## config.mk

```make
export PLATFORM = sky130hd
export DESIGN_NAME = net_tx_arbiter
export DESIGN_NICKNAME = d
export VERILOG_FILES = /design/src/rtl/net_arb_pkg.sv /design/src/rtl/rr_arbiter.sv /design/src/rtl/net_tx_arbiter.sv
export SDC_FILE = /design/constraint.sdc
export NUM_CORES = 1
export LEC_CHECK = 0
export CAP_MARGIN = 15
export CELL_PAD_IN_SITES_DETAIL_PLACEMENT = 2
export CELL_PAD_IN_SITES_GLOBAL_PLACEMENT = 2
export CORE_MARGIN = 2
export CORE_UTILIZATION = 20
export CTS_CLUSTER_DIAMETER = 40
export DETAILED_ROUTE_END_ITERATION = 10
export GPL_ROUTABILITY_DRIVEN = 0
export GPL_TIMING_DRIVEN = 1
export HOLD_SLACK_MARGIN = 0.05
export PLACE_DENSITY = 0.82
export SKIP_LAST_GASP = 1
export SYNTH_ARGS = -nofsm -noshare
export SYNTH_HDL_FRONTEND = slang
export SYNTH_SLANG_ARGS = --single-unit
```

## constraint.sdc

```tcl
create_clock -name logic_clk -period 2.4 [get_ports logic_clk]
set_clock_uncertainty 0.05 [all_clocks]
set_input_delay 0.24 -clock logic_clk [delete_from_list [all_inputs] [get_ports logic_clk]]
set_output_delay 0.24 -clock logic_clk [all_outputs]
set_load 0.01 [all_outputs]
```

## src/rtl/net_arb_pkg.sv

```systemverilog
// Shared types and helpers for the net transmit arbiter.
// - arb_state_e : arbiter FSM states (StDrain only reachable with NET_ARB_WATCHDOG_EN)
// - rr_pick_t   : result of a round-robin search (found flag + index)
// - rr_pick()   : first set request bit at or above ptr, wrapping, among num sources
package net_arb_pkg;

  // Upper bound on sources; request vectors are padded to this width for rr_pick().
  localparam int unsigned MaxSrc  = 8;
  localparam int unsigned MaxIdxW = 3;

  typedef enum logic [1:0] {
    StIdle,
    StXfer,
    StGap,
    StDrain
  } arb_state_e;

  typedef struct packed {
    logic               found;
    logic [MaxIdxW-1:0] idx;
  } rr_pick_t;

  function automatic rr_pick_t rr_pick(input logic [MaxSrc-1:0]  req,
                                       input logic [MaxIdxW-1:0] ptr,
                                       input int unsigned        num);
    rr_pick_t           res;
    logic [MaxIdxW-1:0] cand;
    res = '0;
    for (int unsigned k = 0; k < MaxSrc; k++) begin
      cand = MaxIdxW'((32'(ptr) + k) % num);
      if (k < num && !res.found && req[cand]) begin
        res.found = 1'b1;
        res.idx   = cand;
      end
    end
    return res;
  endfunction

endpackage

```

## src/rtl/rr_arbiter.sv

```systemverilog
// Round-robin picker with a registered priority pointer.
// - clk_i, rst_ni : clock, asynchronous active-low reset
// - req_i         : request vector
// - advance_i     : pulse to move the pointer past last_idx_i
// - last_idx_i    : index just served
// - pick_valid_o  : some request is set
// - pick_idx_o    : first request at or above the pointer, wrapping
module rr_arbiter
  import net_arb_pkg::*;
#(
  parameter int unsigned NumSrc = 2,
  localparam int unsigned IdxW  = $clog2(NumSrc)
) (
  input  logic              clk_i,
  input  logic              rst_ni,
  input  logic [NumSrc-1:0] req_i,
  input  logic              advance_i,
  input  logic [IdxW-1:0]   last_idx_i,
  output logic              pick_valid_o,
  output logic [IdxW-1:0]   pick_idx_o
);

  logic [IdxW-1:0] ptr_q, ptr_d;
  rr_pick_t        pick;

  always_comb begin
    pick         = rr_pick(MaxSrc'(req_i), MaxIdxW'(ptr_q), NumSrc);
    pick_valid_o = pick.found;
    pick_idx_o   = IdxW'(pick.idx);
  end

  always_comb begin
    ptr_d = ptr_q;
    if (advance_i) begin
      ptr_d = (last_idx_i == IdxW'(NumSrc - 1)) ? '0 : last_idx_i + 1'b1;
    end
  end

  always_ff @(posedge clk_i or negedge rst_ni) begin
    if (!rst_ni) begin
      ptr_q <= '0;
    end else begin
      ptr_q <= ptr_d;
    end
  end

endmodule

```

## src/rtl/net_tx_arbiter.sv

```systemverilog
// Frame-level round-robin arbiter sharing one net-side byte stream among NUM_SRC
// AXI-Stream frame sources. Grant is held from the first beat to tlast, followed
// by IFG_CYCLES idle cycles before the next arbitration cycle.
// Optional feature macro: NET_ARB_WATCHDOG_EN -- caps frames at MAX_FRAME_BEATS beats,
// forcing tlast, pulsing frame_abort_out and draining the rest of the source frame.
// Ports:
// - logic_clk, logic_rstn : clock, asynchronous active-low reset
// - src_t*                : per-source streams (source i data at [i*W +: W])
// - net_t*                : muxed downstream stream
// - grant_id_out          : current or last granted source
// - grant_active_out      : high while a frame is being transferred
// - frame_abort_out       : one-cycle pulse on the beat that hits the length cap
module net_tx_arbiter
  import net_arb_pkg::*;
#(
  parameter int unsigned NUM_SRC         = 2,
  parameter int unsigned TDATA_WIDTH     = 8,
  parameter int unsigned IFG_CYCLES      = 12,
  parameter int unsigned MAX_FRAME_BEATS = 1514
) (
  input  logic                           logic_clk,
  input  logic                           logic_rstn,
  input  logic [NUM_SRC*TDATA_WIDTH-1:0] src_tdata_in,
  input  logic [NUM_SRC-1:0]             src_tvalid_in,
  output logic [NUM_SRC-1:0]             src_tready_out,
  input  logic [NUM_SRC-1:0]             src_tlast_in,
  output logic [TDATA_WIDTH-1:0]         net_tdata_out,
  output logic                           net_tvalid_out,
  input  logic                           net_tready_in,
  output logic                           net_tlast_out,
  output logic [$clog2(NUM_SRC)-1:0]     grant_id_out,
  output logic                           grant_active_out,
  output logic                           frame_abort_out
);

  localparam int unsigned IdxW = $clog2(NUM_SRC);
  localparam int unsigned GapW = (IFG_CYCLES > 1) ? $clog2(IFG_CYCLES) : 1;

  if (NUM_SRC < 2 || NUM_SRC > MaxSrc || MAX_FRAME_BEATS < 1 || MAX_FRAME_BEATS > 65535)
  begin : g_bad_param
    $error("net_tx_arbiter: unsupported parameter value");
  end

  arb_state_e       state_q, state_d;
  logic [IdxW-1:0]  gnt_q, gnt_d;
  logic [GapW-1:0]  gap_q, gap_d;
  logic             pick_valid;
  logic [IdxW-1:0]  pick_idx;
  logic             rr_advance;
  logic             frame_done;

`ifdef NET_ARB_WATCHDOG_EN
  logic [15:0]      beat_q, beat_d;
  logic             at_limit;
`endif

  logic [TDATA_WIDTH-1:0] src_data [NUM_SRC];
  for (genvar i = 0; i < NUM_SRC; i++) begin : g_unpack
    assign src_data[i] = src_tdata_in[i*TDATA_WIDTH +: TDATA_WIDTH];
  end

  rr_arbiter #(
    .NumSrc (NUM_SRC)
  ) u_rr_arbiter (
    .clk_i        (logic_clk),
    .rst_ni       (logic_rstn),
    .req_i        (src_tvalid_in),
    .advance_i    (rr_advance),
    .last_idx_i   (gnt_q),
    .pick_valid_o (pick_valid),
    .pick_idx_o   (pick_idx)
  );

  always_comb begin
    state_d         = state_q;
    gnt_d           = gnt_q;
    gap_d           = gap_q;
    rr_advance      = 1'b0;
    frame_done      = 1'b0;
    src_tready_out  = '0;
    net_tvalid_out  = 1'b0;
    net_tlast_out   = 1'b0;
    net_tdata_out   = '0;
    frame_abort_out = 1'b0;
`ifdef NET_ARB_WATCHDOG_EN
    beat_d   = beat_q;
    at_limit = (beat_q == 16'(MAX_FRAME_BEATS - 1));
`endif

    unique case (state_q)
      StIdle: begin
        if (pick_valid) begin
          gnt_d   = pick_idx;
          state_d = StXfer;
`ifdef NET_ARB_WATCHDOG_EN
          beat_d  = '0;
`endif
        end
      end

      StXfer: begin
        net_tvalid_out        = src_tvalid_in[gnt_q];
        net_tdata_out         = src_data[gnt_q];
        net_tlast_out         = src_tlast_in[gnt_q];
        src_tready_out[gnt_q] = net_tready_in;
`ifdef NET_ARB_WATCHDOG_EN
        // Present a forced tlast on the capped beat so the MAC sees a closed frame.
        if (at_limit) net_tlast_out = 1'b1;
`endif
        if (src_tvalid_in[gnt_q] && net_tready_in) begin
          if (src_tlast_in[gnt_q]) begin
            frame_done = 1'b1;
`ifdef NET_ARB_WATCHDOG_EN
          end else if (at_limit) begin
            frame_abort_out = 1'b1;
            state_d         = StDrain;
          end else begin
            beat_d = beat_q + 16'd1;
`endif
          end
        end
      end

      StGap: begin
        if (gap_q == '0) begin
          state_d = StIdle;
        end else begin
          gap_d = gap_q - 1'b1;
        end
      end

`ifdef NET_ARB_WATCHDOG_EN
      // Swallow the rest of the oversized frame; nothing reaches the net side.
      StDrain: begin
        src_tready_out[gnt_q] = 1'b1;
        if (src_tvalid_in[gnt_q] && src_tlast_in[gnt_q]) frame_done = 1'b1;
      end
`endif

      default: state_d = StIdle;
    endcase

    if (frame_done) begin
      rr_advance = 1'b1;
      if (IFG_CYCLES > 0) begin
        state_d = StGap;
        gap_d   = GapW'(IFG_CYCLES - 1);
      end else begin
        state_d = StIdle;
      end
    end
  end

  always_ff @(posedge logic_clk or negedge logic_rstn) begin
    if (!logic_rstn) begin
      state_q <= StIdle;
      gnt_q   <= '0;
      gap_q   <= '0;
`ifdef NET_ARB_WATCHDOG_EN
      beat_q  <= '0;
`endif
    end else begin
      state_q <= state_d;
      gnt_q   <= gnt_d;
      gap_q   <= gap_d;
`ifdef NET_ARB_WATCHDOG_EN
      beat_q  <= beat_d;
`endif
    end
  end

  assign grant_id_out     = gnt_q;
  assign grant_active_out = (state_q == StXfer);

endmodule

```

==> results_dict.tcl, run 1 <==
set metrics [dict create \
    status "complete, but fails checks" \
    violations "design-rule violations" \
    dr.pass1.iters 6 \
    finalSetupViolCount 0 \
    yosys_warnings 0 \
    timing.rr.start "gap_q[0]$_DFFE_PN0P_" \
    worst_setup_path_start_kind "flip-flop" \
    synth.most_common_cell "nor2_1" \
    max_freq_mhz 462 \
    cp.required_ps 2110 \
    r2r_slack_ps 910 \
    syn_to_final_growth_pct 67.5 \
    hold_viol 0 \
    yosysTopAreaCellShare_pct 33.1 \
    pin_count 38 \
    viasPerCell 4.86 \
    cts.clk_slew.worst_paths_ps 60 \
    synthDominantAreaCellType "dfrtp_1" \
    vias 670 \
    antenna_found_initial 0 \
    ys_seq_area_share_pct 33.1 \
    drive_gt1_share_pct 5.61 \
    async_reset_ff_share_pct 100 \
    clock_latency_ps 260 \
    initial_core_util_pct 21.5 \
    numCtsBuffers 3 \
    cts-root-buf "clkbuf_4" \
    fp.dieH_um 59.0 \
    r2r_end "gap_q[0]$_DFFE_PN0P_" \
    grt_util_all_layers_pct 12.1 \
    n_antenna_cell 0 \
    min_period_over_period_pct 90.2 \
    cp_data_arrival_time_ps 1880 \
    die-area_sq_mm 0.00348 \
    postCtsSetupBuffers 0 \
    p_leak_uw 0.000454 \
    grt_max_degree 16 \
    syn-num-nets 96 \
    synth_cell_types 28 \
    multi_input_area_sq_um 364 \
    cts_resized 0 \
    hold_buffers 0 \
    synthFlopType "dfrtp_1" \
    synth_common_cells "nor2_1 (12), mux2i_1 (11), dfrtp_1 (8)" \
    p_per_area_mw_per_mm2 1010 \
    ys_ff_latch 8 \
    crit_fanout 11 \
    worstSetupPathType "flip-flop to primary output" \
    hold_path.class "primary input to asynchronous set/reset pin" \
    cts_tree "yes" \
    worst_ir_drop_vdd_mv 0.335 \
    grt_pass1_wl_mm 3.26 \
    num-fill-cells 327 \
    clock_sinks 8 \
    num_rows 19 \
    ys_top_cells_by_area "dfrtp_1 (33%), mux2i_1 (18%), nor2_1 (7.5%), ha_1 (4.1%), o21ai_0 (4.1%)" \
    utilization_pct 36.1 \
    r2r_cells 5 \
    final-seq-area_sq_um 200 \
    port_buffers 36 \
    htree_levels 1 \
    wl_mm 1.85 \
    dp_hpwl_mm 1.48 \
    min_period_ps 2170 \
    grt_pass1_vias 734 \
    finalMaxSlewViolations 0 \
    grt-ovfl-total 0 \
    synth_cells 71 \
    rsz0062_at_grt "no" \
    wl_per_cell_um 13.4 \
    fin_hold_ws_ps 212 \
    fin_tns_setup_ps 0 \
    syn_avg_cell_area_sq_um 8.51 \
    core_area_sq_mm 0.00281 \
    synth_edf_count 0 \
    drv_cap 0 \
    layout.nets 134 \
    clk_path_buf_depth 2 \
    drt_iter0_drc 21 \
    end_kind "primary output" \
    drcViolationCount 1 \
    fp.dieW_um 59.0 \
    netlist_area_sq_um 604 \
    ant_nets 0 \
]
[layout by cell type, fill, tap and decap left out, types with 2 or more instances in the layout]
cell	synthesis	routed
clkdlybuf4s50_1	0	36
nand2_1	2	2
clkbuf_4	0	3
ha_1	2	2
nor2_1	12	12
nand3b_1	2	2
dfrtp_1	8	8
o21ai_0	5	5
nand3_1	3	3
mux2i_1	11	11
or4_1	2	2
inv_1	5	5
[cell type report]
class / instances / share of cell area (%)
repair buffers: 37 / 36.3
multi-input cells: 54 / 36.0
flip-flops and latches: 8 / 19.8
well taps: 31 / 3.83
clock buffers: 3 / 2.22
inverters: 5 / 1.85
[logic make-up after synthesis]
logic type                 count (synthesis)  synth area share [%]
AOI/OAI and AO/OA                         11                  11.4
adders and majority gates                  2                  4.14
buffers and inverters                      9                  6.63
DFF                                        8                  33.1
muxes                                     11                  18.2
other                                      1                 0.621
and+or+nand+nor                           29                  25.9
[flip-flops by register name (all words and copies together), names as in the netlist]
name                cells
gap_q                   4
state_q                 2
grant_id_out            1
u_rr_arbiter.ptr_q      1
[through the flow]
stage	total power, uW	setup slack, ps	std cells	area [sq um]
finish	1020	234	138	1010
global route	1120	120	138	1010
CTS	1040	195	138	1010
detailed placement	927	476	135	990
global placement	904	532	135	990
floorplan	583	1040	71	604
[worst max-delay path, stage by stage, from the launching register on]
cell and delay, ps:
dfrtp_1 430, nand2b_1 360, inv_1 140, and3_1 160, clkdlybuf4s50_1 530
[layer usage]
metal  wire length (um)  up-vias  GRT usage (%)
li1                   -      322              -
met1                793      322           14.5
met2                939       22           21.4
met3                 83        4           1.75
met4                 35        0           5.52
met5                  0        -              0
[where the power goes]
part / leakage (uW) / switching, uW / total [uW] / internal, uW
logic: 0.000351 / 308 / 679 / 371
registers: 0.0000892 / 51.3 / 236 / 185
clock network: 0.0000138 / 48.6 / 106 / 57.4
[how the worst max path moves through the flow]
stage	startpoint	to	slack, ps	cells past startpoint
after floorplan	grant_id_out$_DFFE_PN0P_	net_tdata_out[0]	1040	4
after global placement	state_q[1]$_DFFE_PN0P_	src_tready_out[1]	530	4
after detailed placement	state_q[1]$_DFFE_PN0P_	src_tready_out[1]	480	4
after CTS	state_q[1]$_DFFE_PN0P_	src_tready_out[1]	200	4
after global routing	state_q[1]$_DFFE_PN0P_	src_tready_out[1]	120	4
final	state_q[1]$_DFFE_PN0P_	src_tready_out[1]	230	4
(Power assumes the default switching activity.)
==> inputs of run 2 (changes only) <==
--- a/config.mk
+++ b/config.mk
@@ -10,13 +10,10 @@
 export CELL_PAD_IN_SITES_GLOBAL_PLACEMENT = 2
 export CORE_MARGIN = 2
 export CORE_UTILIZATION = 20
-export CTS_CLUSTER_DIAMETER = 40
 export DETAILED_ROUTE_END_ITERATION = 10
 export GPL_ROUTABILITY_DRIVEN = 0
-export GPL_TIMING_DRIVEN = 1
 export HOLD_SLACK_MARGIN = 0.05
 export PLACE_DENSITY = 0.82
-export SKIP_LAST_GASP = 1
 export SYNTH_ARGS = -nofsm -noshare
 export SYNTH_HDL_FRONTEND = slang
 export SYNTH_SLANG_ARGS = --single-unit
==> results of run 2 <==
The final DEF is identical to that of run 1; final timing and power are the same.
==> inputs of run 3 (changes only) <==
--- a/config.mk
+++ b/config.mk
@@ -10,6 +10,7 @@
 export CELL_PAD_IN_SITES_GLOBAL_PLACEMENT = 2
 export CORE_MARGIN = 2
 export CORE_UTILIZATION = 20
+export CTS_CLUSTER_SIZE = 24
 export DETAILED_ROUTE_END_ITERATION = 10
 export GPL_ROUTABILITY_DRIVEN = 0
 export HOLD_SLACK_MARGIN = 0.05
==> results of run 3 <==
The final DEF is identical to that of run 1; final timing and power are the same.
